--- src/rtl/simd_booth_sequencer_pkg.sv ---
// simd_booth_pkg: shared definitions for the SIMD Booth multiplier sequencer.
//   - lane mode encodings driven on in_mode / mode
//   - FSM state codes (also visible on the sequencer's dbg_state port)
//   - per-mode iteration counts the datapath runs for
package simd_booth_pkg;

  // Lane mode encodings
  localparam logic [1:0] MODE_4X4   = 2'b00;  // four 4x4-bit lanes
  localparam logic [1:0] MODE_8X8   = 2'b01;  // two 8x8-bit lanes
  localparam logic [1:0] MODE_16X16 = 2'b10;  // one 16x16-bit lane
  localparam logic [1:0] MODE_RSVD  = 2'b11;  // reserved, rejected with an error

  // Sequencer state enumeration
  typedef logic [2:0] state_t;
  localparam state_t ST_IDLE = 3'd0;
  localparam state_t ST_CLR  = 3'd1;
  localparam state_t ST_LDQ  = 3'd2;
  localparam state_t ST_RUN  = 3'd3;
  localparam state_t ST_DONE = 3'd4;

  // Iterations the datapath needs per mode
  localparam int ITER_4X4   = 4;
  localparam int ITER_8X8   = 8;
  localparam int ITER_16X16 = 16;

  function automatic logic [4:0] iter_count(input logic [1:0] mode);
    case (mode)
      MODE_4X4:   iter_count = 5'(ITER_4X4);
      MODE_8X8:   iter_count = 5'(ITER_8X8);
      MODE_16X16: iter_count = 5'(ITER_16X16);
      default:    iter_count = 5'd0;
    endcase
  endfunction

endpackage

--- src/rtl/simd_booth_sequencer_watchdog.sv ---
// cycle_watchdog: counts RUN cycles and flags the cycle on which the count
// reaches TIMEOUT.
// Ports:
//   clk     - clock
//   clr     - synchronous active-high reset, clears the count
//   start   - clears the count (asserted the cycle before RUN is entered)
//   tick    - one RUN cycle elapsed
//   expired - high on the tick that brings the count to TIMEOUT
module cycle_watchdog #(
  parameter int TIMEOUT = 20
) (
  input  logic clk,
  input  logic clr,
  input  logic start,
  input  logic tick,
  output logic expired
);

  localparam int CW = $clog2(TIMEOUT + 1);

  logic [CW-1:0] count;

  // Saturates at TIMEOUT so a stuck tick never wraps back to a small value.
  always_ff @(posedge clk) begin
    if (clr || start) begin
      count <= '0;
    end else if (tick && (count != CW'(TIMEOUT))) begin
      count <= count + 1'b1;
    end
  end

  // Combinational so the FSM can leave RUN on exactly the TIMEOUT-th cycle.
  assign expired = tick && (count == CW'(TIMEOUT - 1));

endmodule

--- src/rtl/simd_booth_sequencer.sv ---
// simd_booth_sequencer: control FSM for a SIMD Booth multiplier datapath.
// Accepts an operand pair, sequences datapath clear / load / iterate, and
// returns the product (or an error for reserved mode or a timeout).
// Handshakes: a transfer happens on a rising edge where valid and ready are
// both high; valid is never withdrawn before the transfer and the payload
// holds while valid is high.
// Ports:
//   clk, clr                  - clock, synchronous active-high reset
//   in_valid/in_ready         - operand handshake
//   in_mode, in_M, in_Q       - lane mode, multiplicand, multiplier
//   mode, M, Q                - registered operands to the datapath
//   ld, dp_clr, dec, clr_count- datapath controls
//   eqz, result               - datapath done flag and product
//   out_valid/out_ready       - result handshake
//   out_result, out_err       - registered product, abort flag
//   busy                      - not IDLE
//   dbg_state                 - current FSM state
import simd_booth_pkg::*;

module simd_booth_sequencer #(
  parameter int TIMEOUT = 20
) (
  input  logic        clk,
  input  logic        clr,
  input  logic        in_valid,
  output logic        in_ready,
  input  logic [1:0]  in_mode,
  input  logic [15:0] in_M,
  input  logic [15:0] in_Q,
  output logic [1:0]  mode,
  output logic [15:0] M,
  output logic [15:0] Q,
  output logic        ld,
  output logic        dp_clr,
  output logic        dec,
  output logic        clr_count,
  input  logic        eqz,
  input  logic [31:0] result,
  output logic        out_valid,
  input  logic        out_ready,
  output logic [31:0] out_result,
  output logic        out_err,
  output logic        busy,
  output logic [2:0]  dbg_state
);

  state_t state;
  logic   wd_expired;

  cycle_watchdog #(.TIMEOUT(TIMEOUT)) u_watchdog (
    .clk     (clk),
    .clr     (clr),
    .start   (state == ST_LDQ),
    .tick    (state == ST_RUN),
    .expired (wd_expired)
  );

  always_ff @(posedge clk) begin
    if (clr) begin
      state      <= ST_IDLE;
      mode       <= 2'b00;
      M          <= 16'h0000;
      Q          <= 16'h0000;
      out_result <= 32'h0000_0000;
      out_err    <= 1'b0;
    end else begin
      case (state)
        ST_IDLE: begin
          if (in_valid) begin
            mode       <= in_mode;
            M          <= in_M;
            Q          <= in_Q;
            out_result <= 32'h0000_0000;
            if (in_mode == MODE_RSVD) begin
              out_err <= 1'b1;
              state   <= ST_DONE;
            end else begin
              out_err <= 1'b0;
              state   <= ST_CLR;
            end
          end
        end
        ST_CLR: state <= ST_LDQ;
        ST_LDQ: state <= ST_RUN;
        ST_RUN: begin
          // A completing datapath wins over a simultaneous timeout.
          if (eqz) begin
            out_result <= result;
            out_err    <= 1'b0;
            state      <= ST_DONE;
          end else if (wd_expired) begin
            out_result <= 32'h0000_0000;
            out_err    <= 1'b1;
            state      <= ST_DONE;
          end
        end
        ST_DONE: begin
          if (out_ready) state <= ST_IDLE;
        end
        default: state <= ST_IDLE;
      endcase
    end
  end

  // Outputs are gated by clr so an abort never shows a stray pulse in the
  // cycle clr is asserted; dp_clr doubles as the datapath reset.
  assign in_ready  = (state == ST_IDLE) && !clr;
  assign out_valid = (state == ST_DONE) && !clr;
  assign dp_clr    = clr || (state == ST_CLR);
  assign clr_count = (state == ST_CLR) && !clr;
  assign ld        = (state == ST_LDQ) && !clr;
  assign dec       = (state == ST_RUN) && !eqz && !clr;
  assign busy      = (state != ST_IDLE) && !clr;
  assign dbg_state = state;

endmodule

--- config.mk ---
export PLATFORM = sky130hd
export DESIGN_NAME = simd_booth_sequencer
export DESIGN_NICKNAME = d
export VERILOG_FILES = /design/src/rtl/simd_booth_sequencer_pkg.sv /design/src/rtl/simd_booth_sequencer_watchdog.sv /design/src/rtl/simd_booth_sequencer.sv
export SDC_FILE = /design/constraint.sdc
export NUM_CORES = 1
export LEC_CHECK = 0
export BUFFER_PORTS_ARGS = -buffer_cell sky130_fd_sc_hd__buf_2
export CORE_UTILIZATION = 46
export CTS_BUF_LIST = sky130_fd_sc_hd__clkbuf_4 sky130_fd_sc_hd__clkbuf_8
export CTS_CLUSTER_DIAMETER = 120
export DETAILED_ROUTE_END_ITERATION = 8
export PLACE_DENSITY_LB_ADDON = 0.15
export SLEW_MARGIN = 20
export SYNTH_ARGS = -nofsm -noshare
export SYNTH_HDL_FRONTEND = slang
export SYNTH_SLANG_ARGS = --single-unit
--- constraint.sdc ---
create_clock -name clk -period 1.85 [get_ports clk]
set_input_delay 0.185 -clock clk [delete_from_list [all_inputs] [get_ports clk]]
set_output_delay 0.185 -clock clk [all_outputs]
set_load 0.05 [all_outputs]
==> metrics.yaml, run 1 <==
synth:
  ys_ff_latch: 75
  async_flop_share_pct: 0
  synth-main-ff-cell: "dfxtp_1"
  synthTopCellsByArea: "dfxtp_1 53%, a32o_1 11%, nand2_1 9.4%, a21oi_1 6.9%, buf_2 2.1%"
  synth_commonest_cells: "75 x dfxtp_1, 71 x nand2_1, 39 x a21oi_1"
  synth_compound_area_share_pct: 21.0
  yosys.area.top_type: "dfxtp_1"
  synth_area_um2: 2830
  ys_types: 45
  yosys.area_share.simple_pct: 19.9
  synth-xor-area-share_pct: 0
  syn_inst: 301
  synth-edff-count: 0
  yosysWarningCount: 0
  post-synth-top-count-cell: "dfxtp_1"
  post_synth_fa_ha_maj_area_fraction_pct: 0.885
  seq_area_frac_synth_pct: 53.1
  synth.net_count: 374
  yosysTopAreaCellShare_pct: 53.1
  synth_top_family_by_area: "compound AO/OA/AOI/OAI gates"
  synthMuxAreaShare_pct: 0.708
  syn_area_per_cell_um2: 9.40
clock_tree:
  insertion_delay_ns: 0.34
  post_cts_buffers: 0
  clk_path_buf_depth: 2
  cts_buffers: 9
  tritoncts: "yes"
  cts-root-buf: "clkbuf_8"
  cts_hold_buf: 0
  cts_resized: 3
  clock-sinks: 75
  htree_levels: 3
  clkTransAtPathRegs_ns: 0.08
min_path:
  holdPathStages: 2
  min_path_type: "in -> reg"
  hold_end: "out_result[6]"
  hold_path.startpoint: "result[6]"
sta:
  period_minus_slack_ns: 1.76
  fin_setup_tns_ns: 0
  skew_ns: 0.00741
  setup_slack_ns: 0.0860
  finalSetupViolCount: 0
  rsz0062_at_grt: "false"
  period_share_pct: 95.4
  worst_pin_slew_ns: 0.713
  finalMaxSlewViolations: 0
  fmax_mhz: 567
  maxSlewHeadroom_pct: 52.3
  hold_viol_final: 0
setup_path:
  arrival_ns: 1.58
  endpoint_kind: "output port"
  startpoint_type: "register"
  cpLargestDelayFamily: "simple AND/OR/NAND/NOR gates"
  crit_type: "reg -> out"
  path_buf_inv: 2
  reg2reg_depth: 5
  required_ns: 1.66
  r2r-start: "u_watchdog.count[0]"
  critPathSlowestCell: "or3b_4"
  slowest_delay_ns: 0.42
  rr_endpoint: "out_result[16]"
  cp_max_fo: 13
  reg2reg_slack_ns: 0.11
  path_cells: "buf_4 > or3b_4 > nor2_2 > buf_6"
routing:
  drtAntennaViolNets: 0
  routedWlPerCell_um: 13.4
  detailedRoute.firstPassIterationCount: 4
  vias_per_cell: 5.21
  drtIter0Drc: 98
  wirelength_mm: 6.97
  vias: 2718
  drc_errors: 0
power_and_ir_drop:
  irDropWorstVdd_v: 0.000639
  p_leak_nw: 1.87
  p_total_w: 0.00411
  pwr_density_cell_nw_per_um2: 1040
cells_and_area:
  nets: 516
  fillCellCount: 495
  drive_above_1_share_pct: 42.3
  n_antenna_cell: 0
  syn_to_final_growth_pct: 39.3
  stdcell_count: 522
  register_area_um2: 1500
  postLayoutCoreUtil_pct: 66.5
  multiInputGateArea_um2: 1280
die:
  die_area_um2: 6470
  die-height_um: 80.4
  die_x_um: 80.4
  fp-row-count: 28
  io_pins: 148
  core-area_um2: 5920
  start_util_pct: 47.8
placement:
  dp_cells: 507
  gp_congestion: 0.878
  port_buffers: 147
  dpl_worst_slack_ns: 0.0137
  place_hpwl_mm: 4.84
job:
  drv_cap: 0
grt:
  grt_pass1_vias: 2383
  grt_pass1_wl_mm: 10.6
  grt_usage_pct: 21.4
  overflow: 0
  antenna_found_initial: 0
  grt_max_degree: 50
run_status:
  status: "finished, final reports clean"
worst reg2reg max path: cells and delay by family, from the launching register on:
kind	cells	cell delay (ns)
simple gates	1	0.44
flops	1	0.38
compound gates	2	0.37
buf+inv	1	0.22
fa+ha+maj	1	0.21
layer usage:
metal | GRT usage, % | wire length [um]
met5 | 0 | 0
met3 | 7.39 | 611
met1 | 25.8 | 3060
met2 | 33.1 | 3170
met4 | 11.6 | 124
cells by family (layout without fill, tap and decap cells):
| group | count (synthesis) | count (layout) |
|---|---|---|
| multiplexers | 2 | 2 |
| flip-flops | 75 | 75 |
| buffers and inverters | 28 | 174 |
| AO/OA/AOI/OAI | 82 | 82 |
| adder cells (fa/ha/maj) | 2 | 2 |
| AND/OR/NAND/NOR | 112 | 112 |
state kept, by name, indices dropped and copies added, names as in the netlist:
signal,flops
Q,16
out_result,32
mode,2
dbg_state,3
M,16
u_watchdog.count,5
out_err,1
cell usage in the layout (no fill, tap or decap), drive strengths merged, types with 2 or more instances in the layout:
master and instances:
buf 157, dfxtp 75, nand2 71, a21oi 39, a32o 31, clkbuf 10
nor2 8, o21ai 5, nor3 4, nand3 3, nor4b 3, nand3b 3
inv 2, nand2b 2, and2 2, mux2i 2, ha 2, clkinv 2
bufinv 2, or3b 2
final cells by class:
class                      count  share of cell area, %
tap                           75                   2.38
clock buffer                  10                   3.49
sequential                    75                   38.1
timing repair buffer         157                   21.4
clock inverter                 5                   1.97
inverter                       2                  0.191
multi-input combinational    198                   32.5
stage by stage:
step,hold slack (ns),cell area [um^2]
floorplan,0.311,2890
global placement,0.394,3700
detailed placement,0.398,3710
CTS,0.0332,3930
global route,0.0369,3940
finish,0.0516,3940
worst max path at each step:
stage,start,endpoint,slack [ns],depth (start not counted)
after floorplan,dbg_state[2],out_valid,0.01,2
after global placement,dbg_state[1],out_result[28],0.12,3
after detailed placement,u_watchdog.count[0],out_result[16],0.01,5
after CTS,u_watchdog.count[0],out_result[16],0.003,5
after global routing,dbg_state[0],clr_count,0.003,4
final,dbg_state[0],ld,0.09,4
where the power goes:
group	total, W	switching, W	internal [W]	leakage [nW]
logic	0.000992	0.000715	0.000277	1.15
registers	0.00176	0.0000547	0.00171	0.610
clock network	0.00136	0.000574	0.000784	0.108
total	0.00411	0.00134	0.00277	1.87
No activity file was read; power rests on OpenSTA's default activity.
==> run 2, diff against run 1 <==
--- a/config.mk
+++ b/config.mk
@@ -6,7 +6,9 @@
 export NUM_CORES = 1
 export LEC_CHECK = 0
 export BUFFER_PORTS_ARGS = -buffer_cell sky130_fd_sc_hd__buf_2
-export CORE_UTILIZATION = 46
+export CELL_PAD_IN_SITES_DETAIL_PLACEMENT = 1
+export CELL_PAD_IN_SITES_GLOBAL_PLACEMENT = 2
+export CORE_UTILIZATION = 26
 export CTS_BUF_LIST = sky130_fd_sc_hd__clkbuf_4 sky130_fd_sc_hd__clkbuf_8
 export CTS_CLUSTER_DIAMETER = 120
 export DETAILED_ROUTE_END_ITERATION = 8
==> run 2 against run 1 <==
Compared with the run above:
- non-clock buffer count increased by 2
- sequential power about the same
- core utilization fell by 28 points
- cell count rose by 12%
- fmax increased by 0.18%
- critical path depth down 1
- first-iteration DRC count up 16%
- cell area increased by 2.1%
- worst setup slack gained 0.0031 ns
- critical endpoint unchanged
- highest routed layer unchanged
==> metrics.yaml, run 2 (same netlist as run 1, synthesis figures left out) <==
routing:
  vias: 2789  # was 2,718
  detailedRoute.firstPassIterationCount: 4  # unchanged
  drtAntennaViolNets: 0  # unchanged
  drtIter0Drc: 114  # was 98
  vias_per_cell: 4.76  # was 5.21
  wirelength_mm: 8.61  # was 6.97 mm
  routedWlPerCell_um: 14.7  # was 13.4 um
  drc_errors: 0  # unchanged
die:
  start_util_pct: 27.2  # was 47.8%
  fp-row-count: 37  # was 28
  die_x_um: 106  # was 80.4 um
  io_pins: 148  # unchanged
  die-height_um: 106  # was 80.4 um
  die_area_um2: 11300  # was 6470 um^2
  core-area_um2: 10400  # was 5920 um^2
clock_tree:
  insertion_delay_ns: 0.34  # about the same
  clock-sinks: 75  # unchanged
  post_cts_buffers: 0  # unchanged
  tritoncts: "yes"  # unchanged
  htree_levels: 3  # unchanged
  clk_path_buf_depth: 2  # unchanged
  cts-root-buf: "clkbuf_8"  # unchanged
  clkTransAtPathRegs_ns: 0.09  # was 0.08 ns
  cts_buffers: 9  # unchanged
setup_path:
  cp_max_fo: 7  # was 13
  endpoint: "ld"  # unchanged
  path_buf_inv: 1  # was 2
  cpLargestDelayFamily: "simple AND/OR/NAND/NOR gates"  # unchanged
  slowest_delay_ns: 0.52  # was 0.42 ns
  cp.depth: 3  # was 4
  endpoint_kind: "output port"  # unchanged
  reg2reg_depth: 6  # was 5
  reg2reg_slack_ns: 0.17  # was 0.11 ns
  crit_type: "reg -> out"  # unchanged
  startpoint_type: "register"  # unchanged
  arrival_ns: 1.58  # about the same
  r2r-start: "u_watchdog.count[0]"  # unchanged
  rr_endpoint: "out_result[9]"  # was out_result[16]
  required_ns: 1.66  # about the same
  path_cells: "or3b_2 > nor2_2 > buf_4"  # was buf_4 > or3b_4 > nor2_2 > buf_6
  startpoint: "dbg_state[1]"  # was dbg_state[0]
  critPathSlowestCell: "or3b_2"  # was or3b_4
grt:
  overflow: 0  # unchanged
  grt_usage_pct: 15.4  # was 21.4%
  grt_max_degree: 50  # unchanged
  antenna_found_initial: 0  # unchanged
  grt_pass1_vias: 2827  # was 2,383
  grt_pass1_wl_mm: 13.9  # was 10.6 mm
sta:
  setup_slack_ns: 0.0891  # was 0.0860 ns
  finalSetupViolCount: 0  # unchanged
  fin_setup_tns_ns: 0  # unchanged
  period_share_pct: 95.2  # was 95.4%
  period_minus_slack_ns: 1.76  # about the same
  finalMaxSlewViolations: 0  # unchanged
  hold_viol_final: 0  # unchanged
  skew_ns: 0.00988  # was 0.00741 ns
  hold_slack_ns: 0.0469  # was 0.0516 ns
  rsz0062_at_grt: "false"  # unchanged
  worst_pin_slew_ns: 0.343  # was 0.713 ns
  fmax_mhz: 568  # was 567 MHz
  maxSlewHeadroom_pct: 77.1  # was 52.3%
cells_and_area:
  top_regs: "out_result x32, M x16, Q x16"  # unchanged
  postLayoutCoreUtil_pct: 38.6  # was 66.5%
  syn_to_final_growth_pct: 42.2  # was 39.3%
  drive_above_1_share_pct: 42.9  # was 42.3%
  final_cell_mix: "146 x buf_2, 72 x dfxtp_1, 71 x nand2_1"  # was 146 x buf_2, 74 x dfxtp_1, 71 x nand2_1
  largest_reg_flops: 32  # unchanged
  n_antenna_cell: 0  # unchanged
  fillCellCount: 1273  # was 495
  largest_register: "out_result"  # unchanged
  nets: 518  # was 516
  final_common_cell: "buf_2"  # unchanged
  final_area_um2: 4020  # was 3940 um^2
placement:
  port_buffers: 147  # unchanged
  place_hpwl_mm: 6.16  # was 4.84 mm
  dpl_worst_slack_ns: 0.187  # was 0.0137 ns
  gp_congestion: 0.770  # was 0.878
  place_area_um2: 3810  # was 3710 um^2
power_and_ir_drop:
  pwr_density_cell_nw_per_um2: 1020  # was 1040 nW/um^2
  p_leak_nw: 1.88  # was 1.87 nW
  irDropWorstVdd_v: 0.000358  # was 0.000639 V
run_status:
  status: "finished, final reports clean"  # unchanged
job:
  drv_cap: 0  # unchanged
min_path:
  min_path_type: "in -> reg"  # unchanged
==> run 2: changes by cell type in the layout (fill, tap and decap cells not counted), moves of 2 or more <==
cell,change
clkinv_2,-2
clkinv_4,+3
dfxtp_1,-2
buf_4,+2
dfxtp_2,+2
==> run 2: cell type report <==
cell class              instances  area [um^2]  area share (%)
inverters                       2         7.51           0.187
multi-input cells             198         1260            31.4
well taps                     136          170            4.23
clock inverters                 6         72.6            1.80
repair buffers                159          866            21.5
clock buffers                  10          138            3.42
flip-flops and latches         75         1510            37.4
==> run 2: repair_timing <==
action,4_1_cts,5_1_grt
setup endpoints to repair,3,3
gates resized for setup,2,1
pin swaps,0,0
hold buffers,0,0
==> run 2: worst min-delay path by stage <==
stage / end / depth (start not counted) / slack [ns] / startpoint
finish: out_result[16] / 2 / 0.05 / result[16]
global route: out_result[21] / 2 / 0.03 / result[21]
CTS: out_result[16] / 2 / 0.02 / result[16]
detailed placement: out_result[20] / 2 / 0.40 / result[20]
global placement: out_result[28] / 2 / 0.39 / result[28]
floorplan: out_result[0] / 1 / 0.31 / result[0]
==> run 2: stage by stage <==
step | total power (W) | instances
after global routing | 0.00433 | 586
after global placement | 0.00282 | 570
after floorplan | 0.00252 | 301
after detailed placement | 0.00283 | 570
after CTS | 0.00419 | 586
final | 0.00409 | 586
==> run 2: layer usage <==
metal / part of all wire [%] / vias up / GRT usage [%]
met5: 0 / - / 0
met4: 0.98 / 0 / 5.85
met3: 6.2 / 7 / 4.17
met2: 48 / 89 / 24.7
met1: 45 / 1324 / 19.7
li1: - / 1369 / -
==> run 2: where the power goes <==
group	internal (W)	switching (W)	total (W)
Combinational	0.000283	0.000718	0.00100
Sequential	0.00171	0.0000652	0.00177
Clock	0.000672	0.000648	0.00132
Total	0.00266	0.00143	0.00409
==> run 3, diff against run 2 <==
--- a/config.mk
+++ b/config.mk
@@ -16,4 +16,5 @@
 export SLEW_MARGIN = 20
 export SYNTH_ARGS = -nofsm -noshare
 export SYNTH_HDL_FRONTEND = slang
+export SYNTH_HIERARCHICAL = 1
 export SYNTH_SLANG_ARGS = --single-unit
==> run 3 against run 2 <==
Compared with the run above:
- core utilization is 0.71 points higher
- combinational power is 17% higher
- non-clock buffer count is 6 higher
- via count is 1.4% higher
- sequential share of layout area is 0.66 points lower
- cell count is 1.0% higher
- register-to-register slack worse by 0.098 ns
- flip-flop and latch count stayed put
- cell area is 2.3% higher
- critical endpoint is now out_err
- largest cell class unchanged
- largest power group unchanged
==> metrics.yaml, run 3 <==
synth:
  syn_inst: 298  # was 301
  synth_commonest_cells: "75 x dfxtp_1, 75 x nand2_1, 35 x a21oi_1"  # was 75 x dfxtp_1, 71 x nand2_1, 39 x a21oi_1
  seq_area_frac_synth_pct: 52.6  # was 53.1%
  synth-edff-count: 0  # unchanged
  ys_types: 38  # was 45
  async_flop_share_pct: 0  # unchanged
  yosysWarningCount: 6  # was 0
  synth-main-ff-cell: "dfxtp_1"  # unchanged
  synth_area_um2: 2850  # was 2830 um^2
  yosys.area.top_type: "dfxtp_1"  # unchanged
  synth.net_count: 371  # was 374
  ys_ff_latch: 75  # unchanged
  syn_area_per_cell_um2: 9.57  # was 9.40 um^2
  synthTopCellsByArea: "dfxtp_1 53%, a32o_1 11%, nand2_1 9.9%, a21oi_1 6.1%, buf_2 1.9%"  # was dfxtp_1 53%, a32o_1 11%, nand2_1 9.4%, a21oi_1 6.9%, buf_2 2.1%
  yosysTopAreaCellShare_pct: 52.6  # was 53.1%
routing:
  drtAntennaViolNets: 0  # unchanged
  wirelength_mm: 8.98  # was 8.61 mm
  wl_met3_um: 569  # was 534 um
  detailedRoute.firstPassIterationCount: 4  # unchanged
  drt-met1-wl_mm: 3.95  # was 3.88 mm
  drc_errors: 0  # unchanged
  routed.top_layer: "met4"  # unchanged
  vias: 2829  # was 2,789
  routedWlPerCell_um: 15.2  # was 14.7 um
  wl_met2_mm: 4.40  # was 4.11 mm
  vias_per_cell: 4.78  # was 4.76
  drtIter0Drc: 139  # was 114
clock_tree:
  clkTransAtPathRegs_ns: 0.08  # was 0.09 ns
  insertion_delay_ns: 0.34  # about the same
  cts-root-buf: "clkbuf_8"  # unchanged
  cts_buffers: 9  # unchanged
  clk_path_buf_depth: 2  # unchanged
  htree_levels: 3  # unchanged
  tritoncts: "yes"  # unchanged
  clock-sinks: 75  # unchanged
min_path:
  min_path_type: "in -> reg"  # unchanged
die:
  die_x_um: 107  # was 106 um
  die_area_um2: 11400  # was 11,300 um^2
  start_util_pct: 27.3  # was 27.2%
  io_pins: 148  # unchanged
  fp-row-count: 37  # unchanged
  core-area_um2: 10500  # was 10,400 um^2
  die-height_um: 107  # was 106 um
sta:
  maxSlewHeadroom_pct: 64.3  # was 77.1%
  period_minus_slack_ns: 1.78  # was 1.76 ns
  fin_setup_tns_ns: 0  # unchanged
  rsz0062_at_grt: "true"  # was false
  hold_viol_final: 0  # unchanged
  fmax_mhz: 562  # was 568 MHz
  worst_pin_slew_ns: 0.535  # was 0.343 ns
  finalSetupViolCount: 0  # unchanged
  skew_ns: 0.00612  # was 0.00988 ns
  period_share_pct: 96.1  # was 95.2%
  finalMaxSlewViolations: 0  # unchanged
cells_and_area:
  n_antenna_cell: 0  # unchanged
  largest_reg_flops: 32  # unchanged
  stdcell_count: 592  # was 586
  nets: 524  # was 518
  final_cell_mix: "146 x buf_2, 74 x nand2_1, 72 x dfxtp_1"  # was 146 x buf_2, 72 x dfxtp_1, 71 x nand2_1
  largest_register: "out_result"  # unchanged
  final_area_um2: 4120  # was 4020 um^2
  final_common_cell: "buf_2"  # unchanged
  syn_to_final_growth_pct: 44.3  # was 42.2%
  drive_above_1_share_pct: 45.2  # was 42.9%
  postLayoutCoreUtil_pct: 39.3  # was 38.6%
  top_regs: "out_result x32, M x16, Q x16"  # unchanged
run_status:
  status: "finished, final reports clean"  # unchanged
setup_path:
  arrival_ns: 2.02  # was 1.58 ns
  required_ns: 2.09  # was 1.66 ns
  r2r-start: "u_watchdog/count[0]"  # was u_watchdog.count[0]
  reg2reg_slack_ns: 0.07  # was 0.17 ns
  reg2reg_depth: 8  # was 6
  crit_type: "reg -> reg"  # was reg -> out
  rr_endpoint: "out_err"  # was out_result[9]
  startpoint_type: "register"  # unchanged
  cp_max_fo: 5  # was 7
  endpoint_kind: "register"  # was output port
  endpoint: "out_err"  # was ld
  startpoint: "u_watchdog/count[0]"  # was dbg_state[1]
power_and_ir_drop:
  p_leak_nw: 1.91  # was 1.88 nW
  p_total_w: 0.00422  # was 0.00409 W
  pwr_density_cell_nw_per_um2: 1020  # about the same
  irDropWorstVdd_v: 0.000402  # was 0.000358 V
placement:
  place_hpwl_mm: 6.10  # was 6.16 mm
  place_area_um2: 3810  # unchanged
  port_buffers: 147  # unchanged
  gp_congestion: 0.718  # was 0.770
  dp_cells: 570  # unchanged
grt:
  grt_pass1_vias: 2909  # was 2,827
  antenna_found_initial: 0  # unchanged
  grt_usage_pct: 15.9  # was 15.4%
  grt_pass1_wl_mm: 14.3  # was 13.9 mm
  overflow: 0  # unchanged
  grt_max_degree: 35  # was 50
job:
  drv_cap: 0  # unchanged
[run 3: changes by cell type after synthesis, sizes merged, moves of 3 or more]
cell and delta:
nor4 +3, a21oi -4, nand3 -3, nand2 +7
nor2 -3
[run 3: worst min path at each step]
stage,from,end,slack (ns),depth (start not counted)
final,result[5],out_result[5],0.05,2
after global routing,result[6],out_result[6],0.03,2
after CTS,result[5],out_result[5],0.02,2
after detailed placement,result[21],out_result[21],0.40,2
after global placement,result[24],out_result[24],0.39,2
after floorplan,clr,u_watchdog/count[4],0.26,1
[run 3: critical path, cell delays in order (launching register included)]
cell and delay, ns:
dfxtp_1 0.34, ha_1 0.23, nand2_2 0.10, nor4b_4 0.06, o211a_4 0.29, buf_4 0.15
buf_4 0.12, a211o_1 0.28, o211a_1 0.12
[run 3: logic make-up after synthesis]
kind of cell               synth area share (%)
muxes                                      1.40
adders and majority gates                 0.877
buffers and inverters                      6.62
and+or+nand+nor                            17.4
DFF                                        52.6
AOI/OAI and AO/OA                          20.4
xor gates and xnor gates                  0.614
[run 3: final cells by class]
cell class | count | area [um^2]
Tap cell | 136 | 170
Inverter | 5 | 22.5
Clock buffer | 10 | 138
Sequential cell | 75 | 1510
Timing Repair Buffer | 165 | 911
Fill cell | 1245 | 6350
Clock inverter | 6 | 65.1
Multi-Input combinational cell | 195 | 1300
[run 3: stage by stage]
step | setup WS [ns] | hold WS, ns
finish | 0.0718 | 0.0501
global route | -0.0280 | 0.0274
CTS | -0.0293 | 0.0246
detailed placement | -0.186 | 0.400
global placement | -0.148 | 0.394
floorplan | -0.206 | 0.262
[run 3: power breakdown]
part | leakage, nW | switching (W) | internal (W)
combinational | 1.19 | 0.000834 | 0.000336
clock | 0.102 | 0.000624 | 0.000660
sequential | 0.612 | 0.0000475 | 0.00171
[run 3: metal layers]
layer	GRT usage (%)	up-vias
met5	0	-
met4	4.99	0
met3	5.35	4
met2	27.2	90
met1	18.8	1360
li1	-	1375
[run 3: timing repair]
| item | CTS | global route |
|---|---|---|
| hold buffers | 0 | 0 |
| gates cloned | 2 | 1 |
| endpoints found under the hold margin | 0 | 0 |
| buffers inserted | 1 | 2 |
| resized for setup | 6 | 4 |
| setup endpoints to repair | 33 | 31 |
| pin swaps | 2 | 5 |
